--- config.mk ---
export PLATFORM = sky130hd
export DESIGN_NAME = row_max_ctrl
export DESIGN_NICKNAME = d
export VERILOG_FILES = /design/src/rtl/mha_pkg.sv /design/src/rtl/sel_max.sv /design/src/rtl/row_max_ctrl.sv
export SDC_FILE = /design/constraint.sdc
export NUM_CORES = 1
export LEC_CHECK = 0
export ABC_AREA = 1
export BUFFER_PORTS_ARGS = -buffer_cell sky130_fd_sc_hd__buf_2
export CORE_ASPECT_RATIO = 0.75
export CORE_UTILIZATION = 35
export CTS_CLUSTER_DIAMETER = 50
export DETAILED_ROUTE_END_ITERATION = 16
export SETUP_SLACK_MARGIN = 0.2
export SYNTH_ARGS = -nofsm -noshare
export SYNTH_HDL_FRONTEND = slang
export SYNTH_SLANG_ARGS = --single-unit
--- constraint.sdc ---
create_clock -name I_CLK -period 31.6 [get_ports I_CLK]
set_input_delay 1.58 -clock I_CLK [delete_from_list [all_inputs] [get_ports I_CLK]]
set_output_delay 1.58 -clock I_CLK [all_outputs]
set_load 0.01 [all_outputs]
--- src/rtl/mha_pkg.sv ---
// Shared definitions for the attention-score row blocks.
//   ELEM_W   : element width (signed two's complement)
//   CHUNK_SZ : elements delivered per read beat
//   MIN_VAL  : most negative ELEM_W value, the identity for a signed max
//   state_t  : row sequencer states
//   signed_max(a, b) : larger of a and b as signed values; returns a on a tie
package mha_pkg;

    localparam int ELEM_W   = 16;
    localparam int CHUNK_SZ = 16;

    localparam logic [ELEM_W-1:0] MIN_VAL = {1'b1, {(ELEM_W-1){1'b0}}};

    typedef enum logic [1:0] {
        S_IDLE  = 2'd0,
        S_FETCH = 2'd1,
        S_WAIT  = 2'd2,
        S_DONE  = 2'd3
    } state_t;

    function automatic logic [ELEM_W-1:0] signed_max(input logic [ELEM_W-1:0] a,
                                                     input logic [ELEM_W-1:0] b);
        return ($signed(b) > $signed(a)) ? b : a;
    endfunction

endpackage

--- src/rtl/sel_max.sv ---
// 16-input pipelined signed max tree (16 -> 8 -> 4 -> 2 -> 1).
// An enable accepted in cycle t produces O_VLD (one-cycle pulse) and O_MAX
// in cycle t+4. The enable is only accepted while no operand set is in
// flight; O_BUSY reports that.
//   I_CLK    : clock, rising edge
//   I_RST_N  : asynchronous active-low reset
//   I_EN     : operand enable; sampled only when idle
//   I_DATA   : CHUNK_SZ elements, element i at [i*ELEM_W +: ELEM_W]
//   O_BUSY   : an operand set is in the pipeline
//   O_VLD    : result valid pulse
//   O_MAX    : signed maximum of the accepted operand set
module sel_max
    import mha_pkg::*;
(
    input  logic                         I_CLK,
    input  logic                         I_RST_N,
    input  logic                         I_EN,
    input  logic [CHUNK_SZ*ELEM_W-1:0]   I_DATA,
    output logic                         O_BUSY,
    output logic                         O_VLD,
    output logic [ELEM_W-1:0]            O_MAX
);

    logic [3:0]              vld_pipe;
    logic                    accept;
    logic [ELEM_W-1:0]       s1 [8];
    logic [ELEM_W-1:0]       s2 [4];
    logic [ELEM_W-1:0]       s3 [2];
    logic [ELEM_W-1:0]       s4;

    assign O_BUSY = |vld_pipe;
    assign accept = I_EN && !O_BUSY;
    assign O_VLD  = vld_pipe[3];
    assign O_MAX  = s4;

    always_ff @(posedge I_CLK or negedge I_RST_N) begin
        if (!I_RST_N) begin
            vld_pipe <= '0;
        end else begin
            vld_pipe <= {vld_pipe[2:0], accept};
        end
    end

    // Data stages carry no reset: they are only observed alongside vld_pipe.
    // Stage 1 holds its operands unless a new set is accepted.
    always_ff @(posedge I_CLK) begin
        if (accept) begin
            for (int i = 0; i < 8; i++) begin
                s1[i] <= signed_max(I_DATA[(2*i)*ELEM_W +: ELEM_W],
                                    I_DATA[(2*i+1)*ELEM_W +: ELEM_W]);
            end
        end
        for (int i = 0; i < 4; i++) begin
            s2[i] <= signed_max(s1[2*i], s1[2*i+1]);
        end
        for (int i = 0; i < 2; i++) begin
            s3[i] <= signed_max(s2[2*i], s2[2*i+1]);
        end
        s4 <= signed_max(s3[0], s3[1]);
    end

endmodule

--- src/rtl/row_max_ctrl.sv ---
// Row maximum sequencer: fetches a row of up to MAX_CHUNKS*16 signed
// elements chunk by chunk, reduces each chunk with sel_max and folds the
// chunk results into a running maximum. O_DONE pulses for one cycle with
// O_ROW_MAX already holding the row result.
//   I_CLK, I_RST_N  : clock (rising edge), asynchronous active-low reset
//   I_START         : start-row pulse, sampled in S_IDLE only
//   I_NUM_CHUNKS    : chunk count, sampled with I_START, clamped to MAX_CHUNKS
//   O_BUSY          : high in every state except S_IDLE
//   O_RD_REQ/O_RD_IDX, I_RD_VLD/I_RD_DATA : chunk read port
//   O_DONE          : one-cycle row-complete pulse
//   O_ROW_MAX       : row maximum, held until the next O_DONE
//   O_DBG_STATE     : current sequencer state
//
// Read handshake: O_RD_REQ is raised with O_RD_IDX and both stay stable
// until a cycle in which I_RD_VLD is high; that cycle transfers I_RD_DATA
// (I_RD_VLD may already be high in the first request cycle). I_RD_VLD in
// any cycle without O_RD_REQ carries no data and is ignored.
module row_max_ctrl
    import mha_pkg::*;
#(
    parameter int D_W        = ELEM_W,
    parameter int MAX_CHUNKS = 8,
    parameter int CW         = $clog2(MAX_CHUNKS + 1)
) (
    input  logic                    I_CLK,
    input  logic                    I_RST_N,
    input  logic                    I_START,
    input  logic [CW-1:0]           I_NUM_CHUNKS,
    output logic                    O_BUSY,
    output logic                    O_RD_REQ,
    output logic [CW-1:0]           O_RD_IDX,
    input  logic                    I_RD_VLD,
    input  logic [CHUNK_SZ*D_W-1:0] I_RD_DATA,
    output logic                    O_DONE,
    output logic [D_W-1:0]          O_ROW_MAX,
    output logic [1:0]              O_DBG_STATE
);

    state_t          state;
    state_t          state_nxt;
    logic [CW-1:0]   count;
    logic [CW-1:0]   rd_idx;
    logic [CW-1:0]   num_clamped;
    logic [D_W-1:0]  run_max;
    logic [D_W-1:0]  run_upd;
    logic [D_W-1:0]  row_max;
    logic            last_chunk;
    logic            sub_en;
    logic            sub_vld;
    logic            sub_busy;
    logic [D_W-1:0]  sub_max;

    assign num_clamped = (I_NUM_CHUNKS > CW'(MAX_CHUNKS)) ? CW'(MAX_CHUNKS) : I_NUM_CHUNKS;
    assign last_chunk  = (rd_idx == count - CW'(1));
    assign run_upd     = signed_max(run_max, sub_max);

    // One enable per chunk: only the transfer cycle of the read handshake.
    // sel_max is always idle here because S_WAIT is left on its result pulse.
    assign sub_en      = (state == S_FETCH) && I_RD_VLD;

    assign O_BUSY      = (state != S_IDLE);
    assign O_RD_REQ    = (state == S_FETCH);
    assign O_DONE      = (state == S_DONE);
    assign O_RD_IDX    = rd_idx;
    assign O_ROW_MAX   = row_max;
    assign O_DBG_STATE = state;

    sel_max u_sel_max (
        .I_CLK   (I_CLK),
        .I_RST_N (I_RST_N),
        .I_EN    (sub_en),
        .I_DATA  (I_RD_DATA),
        .O_BUSY  (sub_busy),
        .O_VLD   (sub_vld),
        .O_MAX   (sub_max)
    );

    always_comb begin
        state_nxt = state;
        case (state)
            S_IDLE: begin
                if (I_START) begin
                    state_nxt = (num_clamped == '0) ? S_DONE : S_FETCH;
                end
            end
            S_FETCH: begin
                if (I_RD_VLD) begin
                    state_nxt = S_WAIT;
                end
            end
            S_WAIT: begin
                if (sub_vld) begin
                    state_nxt = last_chunk ? S_DONE : S_FETCH;
                end
            end
            S_DONE: begin
                state_nxt = S_IDLE;
            end
            default: begin
                state_nxt = S_IDLE;
            end
        endcase
    end

    always_ff @(posedge I_CLK or negedge I_RST_N) begin
        if (!I_RST_N) begin
            state   <= S_IDLE;
            count   <= '0;
            rd_idx  <= '0;
            run_max <= MIN_VAL;
            row_max <= '0;
        end else begin
            state <= state_nxt;
            case (state)
                S_IDLE: begin
                    if (I_START) begin
                        count   <= num_clamped;
                        rd_idx  <= '0;
                        run_max <= MIN_VAL;
                    end
                end
                S_WAIT: begin
                    if (sub_vld) begin
                        run_max <= run_upd;
                        if (!last_chunk) begin
                            rd_idx <= rd_idx + CW'(1);
                        end
                    end
                end
                default: begin
                end
            endcase
            // Result is registered on the way into S_DONE so it is already
            // visible in the O_DONE cycle. An empty row reports MIN_VAL.
            if (state != S_DONE && state_nxt == S_DONE) begin
                row_max <= (state == S_IDLE) ? MIN_VAL : run_upd;
            end
        end
    end

    // sel_max busy is implied by the FSM being in S_WAIT; kept for visibility.
    logic unused_ok;
    assign unused_ok = sub_busy;

endmodule

* Yosys cells after proc, flatten, opt, wreduce, memory -nomap -nowiden
Memory sizes are Yosys's and may differ from the RTL's.
Index checks and enable logic that the tools add are counted.
** Storage, ports and cells
- Word-level logic and storage cells :: 83
- Input bits :: 264
- Output and inout port bits :: 25
- Memories kept :: 3
- RAM bits :: 224
- Flip-flop bits (word level) :: 62
** Cells by class
- Mux-type cells :: 33
- Eq/ne operators :: 9
- $add $sub $neg :: 2
- Reduce and logical (&&, ||, !) cells :: 12
- Magnitude comparators :: 17
** Memories
- u_sel_max.s1 :: depth 8, bits a word 16, read ports 8, clocked after Yosys merged registers in 0, wr ports 8, RTL line sel_max.sv:26 : logic [ELEM_W-1:0] s1 [8];
- u_sel_max.s2 :: depth 4, bits a word 16, read ports 4, clocked after Yosys merged registers in 0, wr ports 4, RTL line sel_max.sv:27 : logic [ELEM_W-1:0] s2 [4];
- u_sel_max.s3 :: depth 2, bits a word 16, read ports 2, clocked after Yosys merged registers in 0, wr ports 2, RTL line sel_max.sv:28 : logic [ELEM_W-1:0] s3 [2];
** Operator list (number)
- $mux W16 :: 19
- $gt A16 B16 Y1 :: 16
- $pmux W16 S2 :: 1
- $mux W4 :: 4
- $mux W2 :: 5
- $pmux W2 S4 :: 1
- $pmux W4 S2 :: 1
- $eq A2 B2 Y1 const B :: 3
- $ne A2 B2 Y1 const B :: 3
- $add A4 B1 Y4 const B :: 1
- $eq A4 B4 Y1 :: 1
- $gt A4 B4 Y1 const B :: 1
- $logic_not A4 Y1 :: 1
- $reduce_and A4 Y1 :: 1
- $reduce_bool A2 Y1 :: 2
- $reduce_or A4 Y1 :: 1
- $sub A4 B1 Y4 const B :: 1
- $logic_and A1 B1 Y1 :: 3
- $reduce_and A3 Y1 :: 1
- $eq A2 B1 Y1 const B :: 1
- $logic_not A2 Y1 :: 1
- $mux W1 :: 2
- $ne A2 B1 Y1 const B :: 1
- $reduce_and A2 Y1 :: 1
- $logic_not A1 Y1 :: 1

* Longest topological paths before layout
- Depth after elaboration :: 8
- Depth in mapped cells :: 17

* By module
Synthesis repeated with hierarchy kept, for this count alone.
** Unflattened totals
- Cell total of the unflattened synthesis :: 2500
- Area total of the unflattened synthesis :: 20073.0 um^2
** By module, submodules not included
- sel_max :: sequential area each 6185.9 um^2, area each 17528.1 um^2, cells each 2173, times used 1
- row_max_ctrl :: sequential area each 1052.3 um^2, area each 2544.9 um^2, cells each 327, times used 1

* Worst setup path before layout
No wires, ideal clock.
- Kind :: input to register
- From :: input port I_RD_VLD
- To :: register u_sel_max.vld_pipe[0]
- Data arrival time :: 11035 ps
- Path slack :: 19494 ps
- Buffers on the path :: 0
- Stages :: 4
- Path through :: inv_1 -> nor2_1 -> inv_1 -> nor3b_1
** Between the ends
- Word-level cells in the longest chain between the ends :: 2
** Ends and longest elaborated chain
- from (decl) :: RTL line row_max_ctrl.sv:32 : input logic I_RD_VLD,
- $logic_and A1 B1 Y1 :: RTL line row_max_ctrl.sv:59 : assign sub_en = (state == S_FETCH) && I_RD_VLD;
- $logic_and A1 B1 Y1 :: RTL line sel_max.sv:32 : assign accept = I_EN && !O_BUSY;
- named net u_sel_max.accept :: RTL line sel_max.sv:25 : logic accept;
- to (signal assigned) :: RTL line sel_max.sv:40 : vld_pipe <= {vld_pipe[2:0], accept};
- to (decl) :: RTL line sel_max.sv:24 : logic [3:0] vld_pipe;
The timed path passes the listed nets, and every way through them passes these cells.
A chain may end at the register's enable or synchronous reset.

==> report_table.html <==
<table>
<tr><th>Metric</th><th>Value</th></tr>
<tr><th colspan="2">Outcome</th></tr>
<tr><td>Outcome</td><td>finished clean</td></tr>
<tr><th colspan="2">Die</th></tr>
<tr><td>Initial standard-cell utilization of the core</td><td>0.358</td></tr>
<tr><td>Standard cell core area</td><td>approximately 51000 um^2</td></tr>
<tr><td>Number of rows in the core area</td><td>slightly above 70</td></tr>
<tr><td>Number of top-level design ports</td><td>289</td></tr>
<tr><td>Die boundary width</td><td>roughly 270 um</td></tr>
<tr><td>Die footprint</td><td>~53000 um^2</td></tr>
<tr><td>Die H</td><td>199 um</td></tr>
<tr><th colspan="2">STA</th></tr>
<tr><td>Number of max-slew violations in the final report</td><td>0</td></tr>
<tr><td>Peak Freq</td><td>278 MHz</td></tr>
<tr><td>Worst hold-check slack</td><td>0.379 ns</td></tr>
<tr><td>Time the final worst path needs with I/O delays and setup</td><td>3.59 ns</td></tr>
<tr><td>Setup violators final</td><td>0</td></tr>
<tr><td>Unrepaired setup endpoints after global routing</td><td>false</td></tr>
<tr><td>Part of the cycle the worst path needs</td><td>0.114</td></tr>
<tr><td>Final Hold Viols</td><td>0</td></tr>
<tr><td>Setup skew after layout</td><td>about 0.012 ns</td></tr>
<tr><td>Total Negative Setup Slacks</td><td>0 ns</td></tr>
<tr><td>Transition time of the tightest slew-check pin</td><td>1.08 ns</td></tr>
<tr><td>Remaining max-slew budget at the tightest pin</td><td>0.280</td></tr>
<tr><th colspan="2">Global routing</th></tr>
<tr><td>Wire length of the first global-routing pass</td><td>75800 um</td></tr>
<tr><td>Total track usage</td><td>0.177</td></tr>
<tr><td>Pin count of the biggest net entering global routing</td><td>69</td></tr>
<tr><td>Vias in the first global route</td><td>roughly 15k</td></tr>
<tr><td>Total global routing overflow</td><td>0</td></tr>
<tr><td>Number of antenna violations at the first check in global routing</td><td>4</td></tr>
<tr><th colspan="2">Placement</th></tr>
<tr><td>Number of buffers inserted by port buffering</td><td>288</td></tr>
<tr><td>Routability-driven placement congestion ratio</td><td>around 0.9</td></tr>
<tr><td>Half-perimeter wire length after detailed placement</td><td>38100 um</td></tr>
<tr><td>Placed insts</td><td>around 3.2k</td></tr>
<tr><th colspan="2">Clocking</th></tr>
<tr><td>Clk Latency, worst-skew pair</td><td>0.52 ns</td></tr>
<tr><td>Post-CTS setup repair buffer count</td><td>0</td></tr>
<tr><td>Clock tree from TritonCTS</td><td>built</td></tr>
<tr><td>Clock sink count</td><td>about 290</td></tr>
<tr><td>CTS clk-pin slew, worst paths</td><td>0.06 ns</td></tr>
<tr><td>Clock tree root buffer cell</td><td>clkbuf_16</td></tr>
<tr><td>Quantity of hold-fixing buffers added after cts</td><td>0</td></tr>
<tr><td>H-tree depth</td><td>2</td></tr>
<tr><td>TritonCTS Buffers</td><td>35</td></tr>
<tr><td>CTS Buffer Depth</td><td>3</td></tr>
<tr><td>Post-CTS Resized</td><td>0</td></tr>
<tr><th colspan="2">Pwr</th></tr>
<tr><td>Power density over the cells</td><td>82.1 nW/um^2</td></tr>
<tr><td>IR drop worst, VDD</td><td>around 40 uV</td></tr>
<tr><td>Clock share of power</td><td>0.225</td></tr>
<tr><td>Sw frac</td><td>0.413</td></tr>
<tr><td>Combinational share of power</td><td>0.433</td></tr>
<tr><td>Cell internal power dissipation</td><td>roughly 1.0 mW</td></tr>
<tr><td>Share of power burned in registers</td><td>0.342</td></tr>
<tr><td>Switching power</td><td>roughly 0.72 mW</td></tr>
<tr><td>Reported leakage power</td><td>11.1 nW</td></tr>
<tr><th colspan="2">Logic synthesis</th></tr>
<tr><td>Top cell types by occurrence after synthesis</td><td>nand2_1 (509), inv_1 (381), ha_1 (258)</td></tr>
<tr><td>Primary FF master, synth</td><td>edfxtp_1</td></tr>
<tr><td>Area of the mapped netlist</td><td>18200 um^2</td></tr>
<tr><td>Number of enable flip-flop cells after synthesis</td><td>128</td></tr>
<tr><td>Area fraction of the dominant cell type after synthesis</td><td>0.211</td></tr>
<tr><td>FF+latch count, synth</td><td>286</td></tr>
<tr><td>Number of nets in the synthesized netlist</td><td>2787</td></tr>
<tr><td>Synth cell types</td><td>44</td></tr>
<tr><td>Post-synthesis async set-or-reset flop share</td><td>0.161</td></tr>
<tr><td>Post-synthesis area per instance</td><td>8.03 um^2</td></tr>
<tr><td>Number of warning messages in the yosys log</td><td>0</td></tr>
<tr><td>Most common cell in the netlist</td><td>nand2_1</td></tr>
<tr><td>Post-synth top area cell</td><td>edfxtp_1</td></tr>
<tr><td>Ranking of synthesized cells by area</td><td>edfxtp_1 (21%), ha_1 (18%), dfxtp_1 (12%)</td></tr>
<tr><td>Gate count of the mapped netlist</td><td>2265</td></tr>
<tr><td>Proportion of synthesized chip area in sequential cells</td><td>0.398</td></tr>
<tr><th colspan="2">Route</th></tr>
<tr><td>ANT nets after route</td><td>0</td></tr>
<tr><td>Mean number of vias per cell</td><td>4.86</td></tr>
<tr><td>Drt initial violations</td><td>1004</td></tr>
<tr><td>DR vias</td><td>15.8k</td></tr>
<tr><td>WL final</td><td>47000 um</td></tr>
<tr><td>Drc violations</td><td>0</td></tr>
<tr><td>Wire length per cell</td><td>between 10 and 15 um</td></tr>
<tr><td>Pre-antenna DRT Iters</td><td>7</td></tr>
<tr><th colspan="2">Hold path</th></tr>
<tr><td>Hold/Removal Path Class</td><td>flop to flop</td></tr>
<tr><th colspan="2">Critical path</th></tr>
<tr><td>Gate family responsible for the most delay along the worst path</td><td>simple AND/OR/NAND/NOR gates</td></tr>
<tr><td>Worst Path Class, Setup</td><td>primary input to flop</td></tr>
<tr><td>Critical path arrival</td><td>3.88 ns</td></tr>
<tr><td>Slowest Stage Delay on Critical Path</td><td>between 0.6 and 0.7 ns</td></tr>
<tr><td>Cell chain of the critical path</td><td>buf_2, inv_1, ha_1, nand2_1, inv_1, nand3_1, nor2_1, nand2_1, nand3_1, nand3_1, o21ai_0</td></tr>
<tr><td>Maximum fanout count along the critical path</td><td>32</td></tr>
<tr><td>CP dominant cell by count</td><td>nand3_1</td></tr>
<tr><td>Cell with the largest stage delay on the worst path</td><td>nand3_1</td></tr>
<tr><td>Kind of start point of the critical path</td><td>primary input</td></tr>
<tr><td>Kind of end point of the critical path</td><td>flop</td></tr>
<tr><td>Number of buffer and inverter stages on the critical path</td><td>3</td></tr>
<tr><td>Req. time, crit path</td><td>31.89 ns</td></tr>
<tr><th colspan="2">Run</th></tr>
<tr><td>MaxCap Viol Count</td><td>0</td></tr>
<tr><th colspan="2">Finish</th></tr>
<tr><td>Final core utilization</td><td>0.421</td></tr>
<tr><td>Non-filler cells in the finished layout</td><td>3252</td></tr>
<tr><td>Area delta synth-&gt;final</td><td>17.6%</td></tr>
<tr><td>Net count reported at finish</td><td>3054</td></tr>
<tr><td>Layout cells sized above 1</td><td>0.148</td></tr>
<tr><td>Fill count</td><td>5012</td></tr>
<tr><td>Antenna Cells</td><td>0</td></tr>
</table>
-- cell usage in the layout (no fill, tap or decap), drive strengths merged --
cell	Yosys	final
a211oi	3	3
a21o	5	5
a21oi	184	184
a31oi	7	7
a32o	1	1
buf	32	290
bufinv	0	2
clkbuf	28	46
clkinv	0	11
clkinvlp	0	1
dfrtp	45	45
dfstp	1	1
dfxtp	112	112
edfxtp	128	128
ha	258	258
inv	387	391
nand2	519	519
nand3	102	102
nand3b	8	8
nand4	151	151
nor2	167	167
nor3	5	5
nor3b	2	2
o211ai	6	6
o21a	6	6
o21ai	99	99
o21bai	1	1
o31ai	1	1
xnor2	4	4
xor2	3	3
-- cell families after synthesis --
group / after synthesis / synth area share
simple gates: 954 / 0.235
compound gates: 313 / 0.0901
buf+inv: 447 / 0.0959
fa+ha+maj: 258 / 0.178
flops: 286 / 0.398
xor+xnor: 7 / 0.00337
-- registers in the layout, summed over array words and instances (netlist names) --
signal              cells
run_max                16
u_sel_max.vld_pipe      4
u_sel_max.s3           32
O_ROW_MAX              16
u_sel_max.O_MAX        16
count                   4
O_DBG_STATE             2
O_RD_IDX                4
u_sel_max.s1          128
u_sel_max.s2           64
-- per-stage QoR --
step | cell area [um^2] | total power [mW] | setup WS (ns)
6_report | 21400 | 1.75 | 28.01
5_1_grt | 21400 | 1.92 | 27.76
4_1_cts | 21400 | 1.77 | 28.03
3_5_place_dp | 20200 | 1.36 | 27.54
3_3_place_gp | 20200 | 1.33 | 27.57
2_1_floorplan | 18200 | 1.17 | 19.49
-- worst reg2reg max path, delay by kind of cell, from the launching register on --
family,cells,cell delay (ns)
buf+inv,4,1.62
flops,1,0.45
simple gates,3,0.38
-- layer usage --
layer	vias to the layer above	share of wire	global-route usage
met5	-	0	0
met3	75	0.054	0.0261
met4	0	0.021	0.0454
met2	437	0.42	0.267
li1	8109	-	-
met1	7190	0.51	0.263
-- layout make-up --
type                       instances  area (um^2)  area share
clock inverter                    18          169     0.00790
timing repair buffer             290         1460      0.0681
multi-input combinational       1532         9210       0.431
tap                              693          867      0.0406
sequential                       286         7240       0.339
clock buffer                      46          990      0.0463
inverter                         387         1450      0.0679
-- power by group through the flow --
stage                     clock network, mW  registers (mW)  logic [mW]
final                                 0.395           0.600       0.760
after global routing                  0.423           0.612       0.883
after CTS                             0.407           0.601       0.760
after detailed placement                  0           0.608       0.757
after global placement                    0           0.603       0.729
after floorplan                           0           0.593       0.573
-- final timing paths --
kind / start / to / slack, ns / cells past startpoint
max: I_RD_DATA[239] / u_sel_max.s1[1][63] / 28.01 / 11
min: u_sel_max.vld_pipe[0] / u_sel_max.vld_pipe[1] / 0.38 / 0
max reg2reg: O_DBG_STATE[1] / u_sel_max.s1[0][15] / 28.71 / 7
min reg2reg: u_sel_max.vld_pipe[0] / u_sel_max.vld_pipe[1] / 0.38 / 0
max in group asynchronous: I_RST_N / run_max[2] / 29.69 / 1
min in group asynchronous: I_RST_N / O_ROW_MAX[11] / 1.26 / 1
(Power assumes the default switching activity.)
